<file path="src/rtl/point_fill_arbiter.sv">
// point_fill_arbiter
// Round-robin arbiter that grants one requester at a time the shared
// point-fill datapath. The granted requester's point (1..MAX_DIM coordinates)
// is assembled beat by beat from the shared coordinate stream, then presented
// as a completed point until the consumer accepts it.
// pt_owner is two bits wide, so NUM_REQ is expected to be at most 4.
module point_fill_arbiter #(
  parameter int NUM_REQ = 3,
  parameter int COORD_W = 32,
  parameter int MAX_DIM = 3
) (
  input  logic                       clk,
  input  logic                       rst_n,
  input  logic [NUM_REQ-1:0]         req,
  input  logic [NUM_REQ*2-1:0]       req_dim,
  output logic [NUM_REQ-1:0]         gnt,
  input  logic                       coord_valid,
  input  logic [COORD_W-1:0]         coord_data,
  output logic                       coord_ready,
  output logic                       pt_valid,
  output logic [MAX_DIM*COORD_W-1:0] pt_data,
  output logic [1:0]                 pt_dim,
  output logic [1:0]                 pt_owner,
  input  logic                       pt_ready,
  output logic                       err_dim
);

  typedef enum logic [1:0] {
    IDLE = 2'd0,
    FILL = 2'd1,
    OUT  = 2'd2
  } state_e;

  state_e                       state_q, state_d;
  logic [1:0]                   ptr_q, ptr_d;
  logic [1:0]                   beat_q, beat_d;
  logic [1:0]                   dim_q, dim_d;
  logic [1:0]                   owner_q, owner_d;
  logic [MAX_DIM*COORD_W-1:0]   data_q, data_d;
  logic                         coord_ready_q, coord_ready_d;
  logic                         pt_valid_q, pt_valid_d;

  logic                         any_req;
  logic [1:0]                   win_idx;
  logic [1:0]                   win_dim;
  logic                         win_legal;

  // Round-robin search: first active request at or after ptr, wrapping around.
  always_comb begin
    int idx;
    idx       = 0;
    any_req   = 1'b0;
    win_idx   = 2'd0;
    for (int i = 0; i < NUM_REQ; i++) begin
      idx = (int'(ptr_q) + i) % NUM_REQ;
      if (!any_req && req[idx]) begin
        any_req = 1'b1;
        win_idx = 2'(idx);
      end
    end
    win_dim   = req_dim[2*win_idx +: 2];
    win_legal = (win_dim != 2'd0) && (int'(win_dim) <= MAX_DIM);
  end

  // Grant and dimension error must appear in the same cycle as the request is
  // seen in IDLE, so they are decoded combinationally and forced low in reset.
  always_comb begin
    gnt     = '0;
    err_dim = 1'b0;
    if (rst_n && (state_q == IDLE) && any_req) begin
      gnt[win_idx] = 1'b1;
      err_dim      = !win_legal;
    end
  end

  // Next-state logic: grant/latch in IDLE, collect beats in FILL, hold in OUT.
  always_comb begin
    state_d = state_q;
    ptr_d   = ptr_q;
    beat_d  = beat_q;
    dim_d   = dim_q;
    owner_d = owner_q;
    data_d  = data_q;
    case (state_q)
      IDLE: begin
        if (any_req) begin
          ptr_d   = (int'(win_idx) == NUM_REQ - 1) ? 2'd0 : win_idx + 2'd1;
          owner_d = win_idx;
          dim_d   = win_dim;
          data_d  = '0;
          beat_d  = 2'd0;
          if (win_legal) begin
            state_d = FILL;
          end
        end
      end
      FILL: begin
        if (coord_valid && coord_ready_q) begin
          for (int k = 0; k < MAX_DIM; k++) begin
            if (int'(beat_q) == k) begin
              data_d[k*COORD_W +: COORD_W] = coord_data;
            end
          end
          if (beat_q + 2'd1 == dim_q) begin
            state_d = OUT;
            beat_d  = 2'd0;
          end else begin
            beat_d  = beat_q + 2'd1;
          end
        end
      end
      OUT: begin
        if (pt_ready) begin
          state_d = IDLE;
        end
      end
      default: begin
        state_d = IDLE;
      end
    endcase
    coord_ready_d = (state_d == FILL);
    pt_valid_d    = (state_d == OUT);
  end

  // State, arbitration pointer, point buffer and registered handshake outputs.
  always_ff @(posedge clk or negedge rst_n) begin
    if (!rst_n) begin
      state_q       <= IDLE;
      ptr_q         <= 2'd0;
      beat_q        <= 2'd0;
      dim_q         <= 2'd0;
      owner_q       <= 2'd0;
      data_q        <= '0;
      coord_ready_q <= 1'b0;
      pt_valid_q    <= 1'b0;
    end else begin
      state_q       <= state_d;
      ptr_q         <= ptr_d;
      beat_q        <= beat_d;
      dim_q         <= dim_d;
      owner_q       <= owner_d;
      data_q        <= data_d;
      coord_ready_q <= coord_ready_d;
      pt_valid_q    <= pt_valid_d;
    end
  end

  assign coord_ready = coord_ready_q;
  assign pt_valid    = pt_valid_q;
  assign pt_data     = data_q;
  assign pt_dim      = dim_q;
  assign pt_owner    = owner_q;

endmodule

</file>
<file path="config.mk">
export PLATFORM = sky130hd
export DESIGN_NAME = point_fill_arbiter
export DESIGN_NICKNAME = d
export VERILOG_FILES = /design/src/rtl/point_fill_arbiter.sv
export SDC_FILE = /design/constraint.sdc
export NUM_CORES = 1
export LEC_CHECK = 0
export ABC_CLOCK_PERIOD_IN_PS = 5400
export CORE_MARGIN = 3
export CORE_UTILIZATION = 27
export CTS_BUF_LIST = sky130_fd_sc_hd__clkbuf_4 sky130_fd_sc_hd__clkbuf_8
export CTS_CLUSTER_DIAMETER = 100
export CTS_CLUSTER_SIZE = 30
export DETAILED_ROUTE_END_ITERATION = 10
export SLEW_MARGIN = 20
export SYNTH_ARGS = -nofsm -noshare
export SYNTH_HDL_FRONTEND = slang
export SYNTH_SLANG_ARGS = --single-unit
</file>
<file path="constraint.sdc">
create_clock -name clk -period 5.4 [get_ports clk]
set_input_delay 0.54 -clock clk [delete_from_list [all_inputs] [get_ports clk]]
set_output_delay 0.54 -clock clk [all_outputs]
set_load 0.03 [all_outputs]
</file>
==> impl_metrics.yaml <==
status:
  outcome: "completed"
timing:
  final_hold_viol_count: 0
  slew_viol_final: 0
  rsz0062_at_grt: "no"
  skew_ns: 0.0111
  relSlewSlack: 0.318
  setup_ws_ns: 1.44
  finalCritPeriodShare: 0.733
  setup_viol: 0
  tns_ns: 0
  timing.hold.ws_ns: 0.207
  period_minus_slack_ns: 3.96
  clock.fmax_mhz: 252
  tightest_slew_ns: 1.02
worst_setup_path:
  cp_top_family: "simple AND/OR/NAND/NOR gates"
  cp-end-kind: "output pin"
  worstPathArrival_ns: 3.42
  r2r_cells: 9
  path_cells: "inv_1 > ha_1 > mux2i_1 > o22ai_2 > nor3_2 > nor3_4 > nand2_2 > nor3_2 > clkdlybuf4s50_1"
  r2r_slack_ns: 2.18
  r2r-start: "ptr_q[1]"
  crit_fanout: 15
  path_class: "flip-flop to output pin"
  critPathLaunch: "ptr_q[1]"
  critPathMaxStageDelay_ns: 0.69
  startpoint_type: "flip-flop"
  crit_required_ns: 4.86
  cp_num_cells: 9
  critPathBufInv: 2
  crit_path_frequent_cell: "nor3_2"
  slowest_stage: "clkdlybuf4s50_1"
drt:
  viasPerCell: 4.55
  antenna_left: 0
  drt_first_pass_iters: 4
  post_drt_wl_per_cell_um: 15.3
  vias: 3682
  wirelength_mm: 12.4
  drt_iter0_drc: 142
  drc: 0
final_layout:
  nFillCells: 1565
  seqCellArea_um2: 2700
  multi_input_area_um2: 1590
  fin_area_um2: 6300
  nNetsFinal: 643
  drive_gt1_frac: 0.0522
  area.growth.synth_to_final_pct: 39.0
  diodes: 0
pwr:
  peakVddDrop_mv: 0.310
  power_density_nw_per_um2: 712
  power_leakage_nw: 2.70
cts:
  clk_latency_ns: 0.38
  cts_hold_buf: 0
  post_cts_buffers: 0
  cts_tree: "yes"
  cts.clk_slew.worst_paths_ns: 0.10
  postCtsResizedCells: 0
  clock-sinks: 108
  cts-root-buf: "clkbuf_8"
  cts_buffers: 9
  htree_levels: 3
  clockBufferDepth: 2
yosys:
  synth_edf_count: 0
  ys_types: 37
  ys_seq_area_frac: 0.597
  synth.net_count: 504
  synth_area_leaders: "dfrtp_1, nand2_1, o21ai_1"
  synthTopCellsByCount: "nand2_1, dfrtp_1, o21ai_1, o21ai_0"
  syn_avg_cell_area_um2: 10.0
  synthMostInstantiatedCell: "nand2_1"
  synth_ff_type: "dfrtp_1"
  synth_top_area_cell: "dfrtp_1"
  syn_inst: 452
  synth-async-reset-ratio: 1.00
  yosys_warnings: 0
  synth_top_area_frac: 0.597
  ys_seq_elements: 108
  synth_area_um2: 4530
place:
  place_hpwl_mm: 8.71
  gp_congestion: 0.814
  port_buffers: 150
  dp_slack_ns: 1.61
  place_area_um2: 6120
global_route:
  grt_pass1_wl_mm: 20.0
  grt_max_degree: 59
  antenna_found_initial: 0
  grt_use_total: 0.138
  overflow: 0
  grt_pass1_vias: 3724
floorplan:
  start_util: 0.280
  core_area_um2: 16200
  die_area_um2: 18400
  die_y_um: 136
  io_pins: 151
  rows: 46
  die_x_um: 136
job:
  maxCapViolations: 0
hold_path:
  hold_path.class: "primary input to asynchronous set/reset pin"
[layout make-up]
class,instances,share of cell area
sequential,108,0.429
clock inverter,1,0.00119
tap,216,0.0429
timing repair buffer,154,0.243
multi-input combinational,311,0.252
clock buffer,13,0.0274
inverter,7,0.00417
[metrics by stage]
step / total power (W) / instances / util
after global placement: 0.00400 / 796 / 0.378
after detailed placement: 0.00406 / 796 / 0.378
final: 0.00448 / 810 / 0.389
after global routing: 0.00483 / 810 / 0.389
after CTS: 0.00455 / 810 / 0.389
after floorplan: 0.00320 / 452 / -
[power breakdown]
part	switching [W]	leakage [nW]	total, W	internal, W
Sequential	0.000202	1.39	0.00135	0.00115
Combinational	0.00173	1.21	0.00266	0.000933
Clock	0.000265	0.0910	0.000471	0.000206
[final timing paths]
| path | end |
|---|---|
| max | err_dim |
| min | pt_data[31] |
| max reg2reg | pt_data[24] |
| min reg2reg | pt_data[84] |
| max in group asynchronous | pt_data[82] |
| min in group clk | pt_data[84] |
[layout by cell type (no fill, tap or decap), types with 2 or more instances in the layout]
cell type	instances
clkdlybuf4s50_1	149
mux2_2	2
a21oi_4	3
a21o_1	2
buf_4	5
a31oi_1	2
nand3b_1	2
ha_1	7
mux2i_1	4
o21ai_0	22
o21ai_1	86
nand3_1	5
nor2_1	12
inv_1	7
a21oi_1	5
nand2_1	138
clkbuf_8	12
nor3_2	2
dfrtp_1	108
nor2b_1	2
[state kept, by name, summed over array words and instances (netlist names)]
register,flops
pt_data,96
beat_q,2
pt_dim,2
pt_owner,2
ptr_q,2
state_q,2
coord_ready,1
pt_valid,1
[routing by layer]
layer | share of wire | vias up | track usage
li1 | - | 1778 | -
met1 | 0.46 | 1770 | 0.183
met2 | 0.46 | 121 | 0.218
met3 | 0.067 | 13 | 0.0383
met4 | 0.015 | 0 | 0.0459
met5 | 0 | - | 0
[logic make-up after synthesis]
| kind of cell | after synthesis | share of synthesized area |
|---|---|---|
| AOI/OAI and AO/OA | 126 | 0.154 |
| buffers and inverters | 33 | 0.0547 |
| and+or+nand+nor | 169 | 0.155 |
| DFF | 108 | 0.597 |
| muxes | 7 | 0.0168 |
| xor gates and xnor gates | 2 | 0.00387 |
| adders and majority gates | 7 | 0.0193 |
Power figures use the tool's default switching activity.
